**config.mk**
```make
export PLATFORM = sky130hd
export DESIGN_NAME = sfa_in_buffer_flat
export DESIGN_NICKNAME = d
export VERILOG_FILES = /design/src/rtl/sfa_pkg.sv /design/src/rtl/sfa_in_buffer_if.sv /design/src/rtl/sfa_buf_ram.sv /design/src/rtl/sfa_in_buffer.sv /design/src/flat_wrapper.sv
export SDC_FILE = /design/constraint.sdc
export NUM_CORES = 1
export LEC_CHECK = 0
export ABC_AREA = 0
export BUFFER_PORTS_ARGS = -buffer_cell sky130_fd_sc_hd__buf_4
export CAP_MARGIN = 30
export CORE_ASPECT_RATIO = 1.2
export CORE_MARGIN = 2
export CORE_UTILIZATION = 35
export CTS_CLUSTER_DIAMETER = 150
export DETAILED_ROUTE_END_ITERATION = 10
export GPL_TIMING_DRIVEN = 0
export PLACE_DENSITY = 0.58
export SLEW_MARGIN = 40
export SYNTH_ARGS = -nofsm -noshare
export SYNTH_HDL_FRONTEND = slang
export SYNTH_HIERARCHICAL = 1
export SYNTH_SLANG_ARGS = --single-unit
```
**constraint.sdc**
```tcl
create_clock -name ACLK -period 12 [get_ports ACLK]
set_input_delay 1.2 -clock ACLK [delete_from_list [all_inputs] [get_ports ACLK]]
set_output_delay 1.2 -clock ACLK [all_outputs]
set_load 0.01 [all_outputs]
```
**src/rtl/sfa_pkg.sv**
```systemverilog
// Shared fabric definitions: default data width and occupancy-counter sizing.
// Latency: none (types and constants only).
// Backpressure: not applicable.
package sfa_pkg;

    localparam int SFA_DW = 32;

    // Occupancy counter must represent 0..depth inclusive.
    function automatic int count_w(input int depth);
        return $clog2(depth) + 1;
    endfunction

endpackage

```
**src/rtl/sfa_in_buffer_if.sv**
```systemverilog
// Valid/ready word stream between input switch, buffer and PE.
// Latency: none (wires only).
// Backpressure: tready from the sink throttles tvalid/tdata from the source.
interface sfa_in_buffer_if
    import sfa_pkg::*;
#(
    parameter int DW = SFA_DW
);
    logic          tvalid;
    logic          tready;
    logic [DW-1:0] tdata;

    modport master (output tvalid, output tdata, input tready);
    modport slave  (input tvalid, input tdata, output tready);
endinterface

```
**src/rtl/sfa_buf_ram.sv**
```systemverilog
// DEPTH x DW storage, one synchronous write port, one asynchronous read port.
// Latency: write visible on read port the cycle after the write edge.
// Backpressure: none; the controller owns all flow control. Contents are not reset.
module sfa_buf_ram #(
    parameter int DEPTH = 4,
    parameter int DW    = 32
) (
    input  logic                     ACLK,
    input  logic                     we,
    input  logic [$clog2(DEPTH)-1:0] waddr,
    input  logic [DW-1:0]            wdata,
    input  logic [$clog2(DEPTH)-1:0] raddr,
    output logic [DW-1:0]            rdata
);
    logic [DW-1:0] mem [DEPTH];

    // Write the tail word; never reset, stale entries are hidden by the empty flag.
    always_ff @(posedge ACLK) begin
        if (we) begin
            mem[waddr] <= wdata;
        end
    end

    assign rdata = mem[raddr];
endmodule

```
**src/rtl/sfa_in_buffer.sv**
```systemverilog
// First-word-fall-through input buffer between an input switch and a PE.
// Latency: one cycle from push edge to mo valid; no combinational si->mo path.
// Backpressure: si.tready drops only when full (never follows mo.tready); FLUSH consumes and drops.
module sfa_in_buffer
    import sfa_pkg::*;
#(
    parameter int DEPTH = 4,
    parameter int DW    = SFA_DW
) (
    input  logic                        ACLK,
    input  logic                        ARESET,
    input  logic                        FLUSH,
    sfa_in_buffer_if.slave              si,
    sfa_in_buffer_if.master             mo,
    output logic [count_w(DEPTH)-1:0]   COUNT
);
    localparam int AW = $clog2(DEPTH);
    localparam int CW = count_w(DEPTH);
    localparam logic [CW-1:0] FULL = CW'(DEPTH);

    logic [AW-1:0] wr_ptr;
    logic [AW-1:0] rd_ptr;
    logic [CW-1:0] count;
    logic          in_rdy;
    logic          out_vld;
    logic          push;
    logic          pop;
    logic [DW-1:0] head;

    // Ready is a function of occupancy only, so a full buffer never passes a word through.
    assign in_rdy  = !ARESET && (count != FULL);
    assign out_vld = !ARESET && (count != '0);
    assign push    = si.tvalid && in_rdy;
    assign pop     = out_vld && mo.tready;

    assign si.tready = in_rdy;
    assign mo.tvalid = out_vld;
    assign mo.tdata  = out_vld ? head : '0;
    assign COUNT     = count;

    // Pointers wrap naturally at AW bits; reset beats flush, flush beats any handshake.
    always_ff @(posedge ACLK) begin
        if (ARESET) begin
            wr_ptr <= '0;
            rd_ptr <= '0;
            count  <= '0;
        end else if (FLUSH) begin
            wr_ptr <= '0;
            rd_ptr <= '0;
            count  <= '0;
        end else begin
            if (push) begin
                wr_ptr <= wr_ptr + AW'(1);
            end
            if (pop) begin
                rd_ptr <= rd_ptr + AW'(1);
            end
            case ({push, pop})
                2'b10:   count <= count + CW'(1);
                2'b01:   count <= count - CW'(1);
                default: count <= count;
            endcase
        end
    end

    sfa_buf_ram #(
        .DEPTH (DEPTH),
        .DW    (DW)
    ) u_ram (
        .ACLK  (ACLK),
        .we    (push && !FLUSH),
        .waddr (wr_ptr),
        .wdata (si.tdata),
        .raddr (rd_ptr),
        .rdata (head)
    );
endmodule

```
**src/flat_wrapper.sv**
```systemverilog
// flat-port wrapper written by rule: the top's interface ports become plain ports
module sfa_in_buffer_flat import sfa_pkg::*;
#(
    parameter int DEPTH = 4,
    parameter int DW    = SFA_DW
)
  (ACLK, ARESET, FLUSH, COUNT, si_tvalid, si_tdata, si_tready, mo_tvalid, mo_tdata, mo_tready);
  sfa_in_buffer_if #(.DW(DW)) si_i ();
  sfa_in_buffer_if #(.DW(DW)) mo_i ();
  input  logic ACLK;
  input  logic ARESET;
  input  logic FLUSH;
  output logic [count_w(DEPTH)-1:0] COUNT;
  input wire logic [$bits(si_i.tvalid)-1:0] si_tvalid;
  input wire logic [$bits(si_i.tdata)-1:0] si_tdata;
  output wire logic [$bits(si_i.tready)-1:0] si_tready;
  output wire logic [$bits(mo_i.tvalid)-1:0] mo_tvalid;
  output wire logic [$bits(mo_i.tdata)-1:0] mo_tdata;
  input wire logic [$bits(mo_i.tready)-1:0] mo_tready;
  assign si_i.tvalid = si_tvalid;
  assign si_i.tdata = si_tdata;
  assign si_tready = si_i.tready;
  assign mo_tvalid = mo_i.tvalid;
  assign mo_tdata = mo_i.tdata;
  assign mo_i.tready = mo_tready;
  sfa_in_buffer #(.DEPTH(DEPTH), .DW(DW)) u_core (.ACLK(ACLK), .ARESET(ARESET), .FLUSH(FLUSH), .si(si_i), .mo(mo_i), .COUNT(COUNT));
endmodule
```
Word level (Yosys, flattened, before mapping)
Memories as Yosys holds them, arrays and structs flattened. A register that Yosys moved wholly into a read port is not among the register bits.
Index checks and enable logic that the tools add are counted.
{"block": "totals", "register_bits": 7, "latch_bits": 0, "mem_bits_rw": 128, "mem_bits_ro": 0, "in_bits": 37, "output_inout_bits": 37, "wordCells": 27, "mem_count": 1}
{"block": "op_classes", "addsub": 4, "multipliers": 0, "div": 0, "n_lt_le_gt_ge": 0, "eq_ne": 3, "n_shift": 0, "muxes": 6, "bitwise_logic": 0, "reduce_logical": 10}
{"memory": "u_core.u_ram.mem", "words": 4, "word_bits": 32, "rd": 1, "rd_ports_with_merged_regs": 1, "write_ports": 1, "line": "sfa_buf_ram.sv:15", "source": "logic [DW-1:0] mem [DEPTH];"}
{"operator": "$mux W32", "count": 1}
{"operator": "$pmux W3 S2", "count": 1}
{"operator": "$logic_and A1 B1 Y1", "count": 5}
{"operator": "$add A2 B1 Y2 const B", "count": 2}
{"operator": "$mux W2", "count": 2}
{"operator": "$add A3 B1 Y3 const B", "count": 1}
{"operator": "$ne A3 B3 Y1 const B", "count": 1}
{"operator": "$reduce_bool A3 Y1", "count": 1}
{"operator": "$sub A3 B1 Y3 const B", "count": 1}
{"operator": "$eq A2 B1 Y1 const B", "count": 1}
{"operator": "$eq A2 B2 Y1 const B", "count": 1}
{"operator": "$logic_not A1 Y1", "count": 2}
{"operator": "$mux W1", "count": 2}
{"operator": "$reduce_bool A2 Y1", "count": 1}
{"operator": "$reduce_or A2 Y1", "count": 1}

Logic depth before layout (Yosys ltp)
{"block": "depth", "ltp_word": 6, "ltp_mapped": 8, "ltp_nobuf": 8}

Cells and area by module
Netlist, hierarchy kept.
{"mod": "sfa_buf_ram", "instances": 1, "cells_each": 171, "area_each_um2": 4689.5, "seq_area_each_um2": 3843.7}
{"mod": "sfa_in_buffer", "instances": 1, "cells_each": 79, "area_each_um2": 596.8, "seq_area_each_um2": 140.1}

Least setup slack after synthesis
No wires, ideal clock.
{"block": "synth_timing", "path_type": "input to register", "startpoint": "in ARESET", "endpoint": "mem u_core.u_ram.mem[0][0] (enable)", "arrival_time_ns": 4.165, "required_ns": 11.532, "slack_ns": 7.367, "path_stages": 3, "path_cell_list": "or3b_4 > nor2_1 > nor3b_1"}
{"block": "synth_between", "elab_chain_len": 6}
{"item": "from (decl)", "line": "flat_wrapper.sv:11", "source": "input logic ARESET;"}
{"item": "$logic_not A1 Y1", "line": "sfa_in_buffer.sv:31", "source": "assign in_rdy = !ARESET && (count != FULL);"}
{"item": "$logic_and A1 B1 Y1", "line": "sfa_in_buffer.sv:31"}
{"item": "$logic_and A1 B1 Y1", "line": "sfa_in_buffer.sv:33", "source": "assign push = si.tvalid && in_rdy;"}
{"item": "$logic_and A1 B1 Y1", "line": "sfa_in_buffer.sv:71", "source": ".we (push && !FLUSH),"}
{"item": "$mux W1", "line": "sfa_buf_ram.sv:19", "source": "if (we) begin"}
{"item": "$mux W1 (implied by the code)", "line": "sfa_buf_ram.sv:20", "source": "mem[waddr] <= wdata;"}
{"item": "to (decl)", "line": "sfa_buf_ram.sv:15"}
Every way passes these cells.

Worst setup path in the final report
{"block": "layout_timing", "startpoint": "in ARESET", "endpoint": "out mo_tdata[25]"}
{"block": "layout_between", "elab_chain_len": 3}
{"item": "$logic_not A1 Y1", "line": "sfa_in_buffer.sv:32", "source": "assign out_vld = !ARESET && (count != '0);"}
{"item": "$logic_and A1 B1 Y1", "line": "sfa_in_buffer.sv:32"}
{"item": "$mux W32", "line": "sfa_in_buffer.sv:38", "source": "assign mo.tdata = out_vld ? head : '0;"}
{"item": "to (decl)", "line": "flat_wrapper.sv:18", "source": "output wire logic [$bits(mo_i.tdata)-1:0] mo_tdata;"}
Every way passes these cells.

==> results.sh <==
export IMPL_max_cap_violations=0
export IMPL_cts_tree="built"
export IMPL_synth_flop_cell="edfxtp_1"
export IMPL_finalPower_mw=1.02
export IMPL_timing_slew_headroom=0.661
export IMPL_whs_ns=0.494
export IMPL_ys_types=29
export IMPL_first_iter_violations=173
export IMPL_skew_ns=0.00792
export IMPL_antenna_cells=0
export IMPL_final_cell_mix="edfxtp_1 (128), buf_4 (77), and2_1 (32), mux4_2 (30), clkbuf_16 (17)"
export IMPL_yosys_warnings=6
export IMPL_via_count=2619
export IMPL_timing_final_crit_share=0.302
export IMPL_cts_setup_buffers=0
export IMPL_start_util=0.355
export IMPL_powerDensity_nw_per_um2=151
export IMPL_routed_wl_met3_um=383
export IMPL_post_dp_hpwl_um=6580
export IMPL_met2RoutedLength_um=5110
export IMPL_cts_resized=0
export IMPL_min_period_ns=3.62
export IMPL_clk_latency_ns=0.40
export IMPL_leakage_nw=2.32
export IMPL_synthArstFlopShare=0
export IMPL_rr_endpoint="u_core/u_ram/mem[0][3]"
export IMPL_clock_fmax_mhz=276
export IMPL_drive_gt1_frac=0.440
export IMPL_routed_top_layer="met4"
export IMPL_rows=49
export IMPL_layout_nets=390
export IMPL_ys_seq_elements=135
export IMPL_finalMaxSlewViolations=0
export IMPL_route_detailed_drc=0
export IMPL_clkTransAtPathRegs_ns=0.05
export IMPL_setup_tns_ns=0
export IMPL_status="finished, final reports clean"
export IMPL_first_global_vias=2790
export IMPL_crit_arrival_ns=2.42
export IMPL_required_ns=10.80
export IMPL_cts_buffer_depth=2
export IMPL_ir_drop_uv=73.5
export IMPL_rr_worst_depth=7
export IMPL_first_pass_iters=4
export IMPL_hp_start="u_core/rd_ptr[0]"
export IMPL_numCtsBuffers=17
export IMPL_r2r_start="u_core/COUNT[0]"
export IMPL_grt_max_degree=19
export IMPL_cts_sinks=135
export IMPL_ioPinCount=74
export IMPL_die_w_um=116
export IMPL_holdCritPathClass="reg -> reg"
export IMPL_synth_yosys_seq_area_share=0.754
export IMPL_cp_max_fo=10
export IMPL_hold_end="u_core/rd_ptr[0]"
export IMPL_syn_num_nets=289
export IMPL_layout_commonest_cell="edfxtp_1"
export IMPL_syn_inst=250
export IMPL_final_core_utilization=0.454
export IMPL_die_area_sq_um=16100
export IMPL_overflow=0
export IMPL_htree_levels=4
export IMPL_cts_root_buf="clkbuf_16"
export IMPL_viasPerCell=4.61
export IMPL_startpoint_type="input port"
export IMPL_grt_usage=0.129
export IMPL_dp_cells=536
export IMPL_io_buffer_count=73
export IMPL_worstSetupPathType="in -> out"
export IMPL_rsz0062_at_grt="false"
export IMPL_core_sq_um=14900
export IMPL_routed_wl_um=9710
export IMPL_cp_end_kind="output pin"
export IMPL_postCtsHoldBufs=0
export IMPL_gp_congestion=0.705
export IMPL_final_cells=568
export IMPL_r2r_slack_ns=9.45
export IMPL_postRouteAntennaNets=0
export IMPL_syn_to_final_growth_pct=28.0
export IMPL_grt_pass1_wl_um=15100
export IMPL_antenna_found_initial=0
export IMPL_syn_area_sq_um=5290
export IMPL_finalSetupViolations=0
export IMPL_hold_viol=0
export IMPL_wl_met1_um=4100
export IMPL_holdPathStages=2
export IMPL_dieHeight_um=139
export IMPL_routedWlPerCell_um=17.1
export IMPL_worst_pin_slew_ns=0.508
export IMPL_synth_edff_count=128
export IMPL_synth_area_per_cell_sq_um=21.1
-- routing by layer --
metal | global-route usage | up-vias
li1 | - | 1206
met1 | 0.160 | 1351
met2 | 0.215 | 54
met3 | 0.0350 | 8
met4 | 0.0489 | 0
met5 | 0 | -
-- flip-flops by register name (all words and copies together), names as in the netlist --
register and cells:
u_core/wr_ptr 2, u_core/u_ram/mem 128, u_core/rd_ptr 2, u_core/COUNT 3
-- power by group --
part           internal [mW]  total, mW  switching, mW  leakage, nW
Clock                  0.282      0.465          0.183        0.265
Combinational         0.0184     0.0344         0.0161        0.844
Sequential             0.520      0.522        0.00146         1.21
-- Yosys cell counts, types with 3 or more instances --
cell,count,share of area
dfxtp_1,7,0.027
or3_1,5,0.0059
buf_12,3,0.011
buf_2,4,0.0038
inv_1,3,0.0021
nor2_1,6,0.0043
nand2_1,4,0.0028
mux4_2,30,0.13
a21oi_1,3,0.0028
edfxtp_1,128,0.73
and2_1,32,0.038
-- critical path, stage by stage --
cell and delay (ns):
buf_4 0.14, nor2_2 0.26, clkbuf_1 0.45, and2_1 0.23, buf_4 0.13
-- through the flow --
stage / setup WS [ns] / cell area, sq um
final: 8.38 / 6770
after global routing: 8.23 / 6770
after CTS: 8.31 / 6770
after detailed placement: 8.31 / 6230
after global placement: 4.98 / 6090
after floorplan: 7.37 / 5290
-- layout make-up --
cell class | count | area (sq um)
Timing Repair Buffer | 82 | 671
Inverter | 3 | 11.3
Fill cell | 1289 | 8130
Multi-Input combinational cell | 102 | 1210
Buffer | 10 | 98.8
Sequential cell | 135 | 3980
Tap cell | 204 | 255
Clock inverter | 14 | 110
Clock buffer | 18 | 429
-- how the worst max path moves through the flow --
stage                 from                      to  slack, ns  depth (start not counted)
floorplan           ARESET  u_core/u_ram/mem[0][0]       7.37                          3
global placement    ARESET  u_core/u_ram/mem[0][4]       4.98                          4
detailed placement  ARESET            mo_tdata[25]       8.31                          5
CTS                 ARESET            mo_tdata[25]       8.31                          5
global route        ARESET            mo_tdata[25]       8.23                          5
finish              ARESET            mo_tdata[25]       8.38                          5
-- logic make-up (layout without fill, tap and decap cells) --
family          after synthesis  count (layout)  share of synthesized area
flops                       135             135                      0.754
simple gates                 57              57                     0.0670
mux                          34              34                      0.142
buf+inv                      13             127                     0.0208
compound gates                7               7                    0.00757
fa+ha+maj                     2               2                    0.00615
xor+xnor                      2               2                    0.00331
Note: power is estimated with default switching activity, not from simulation.
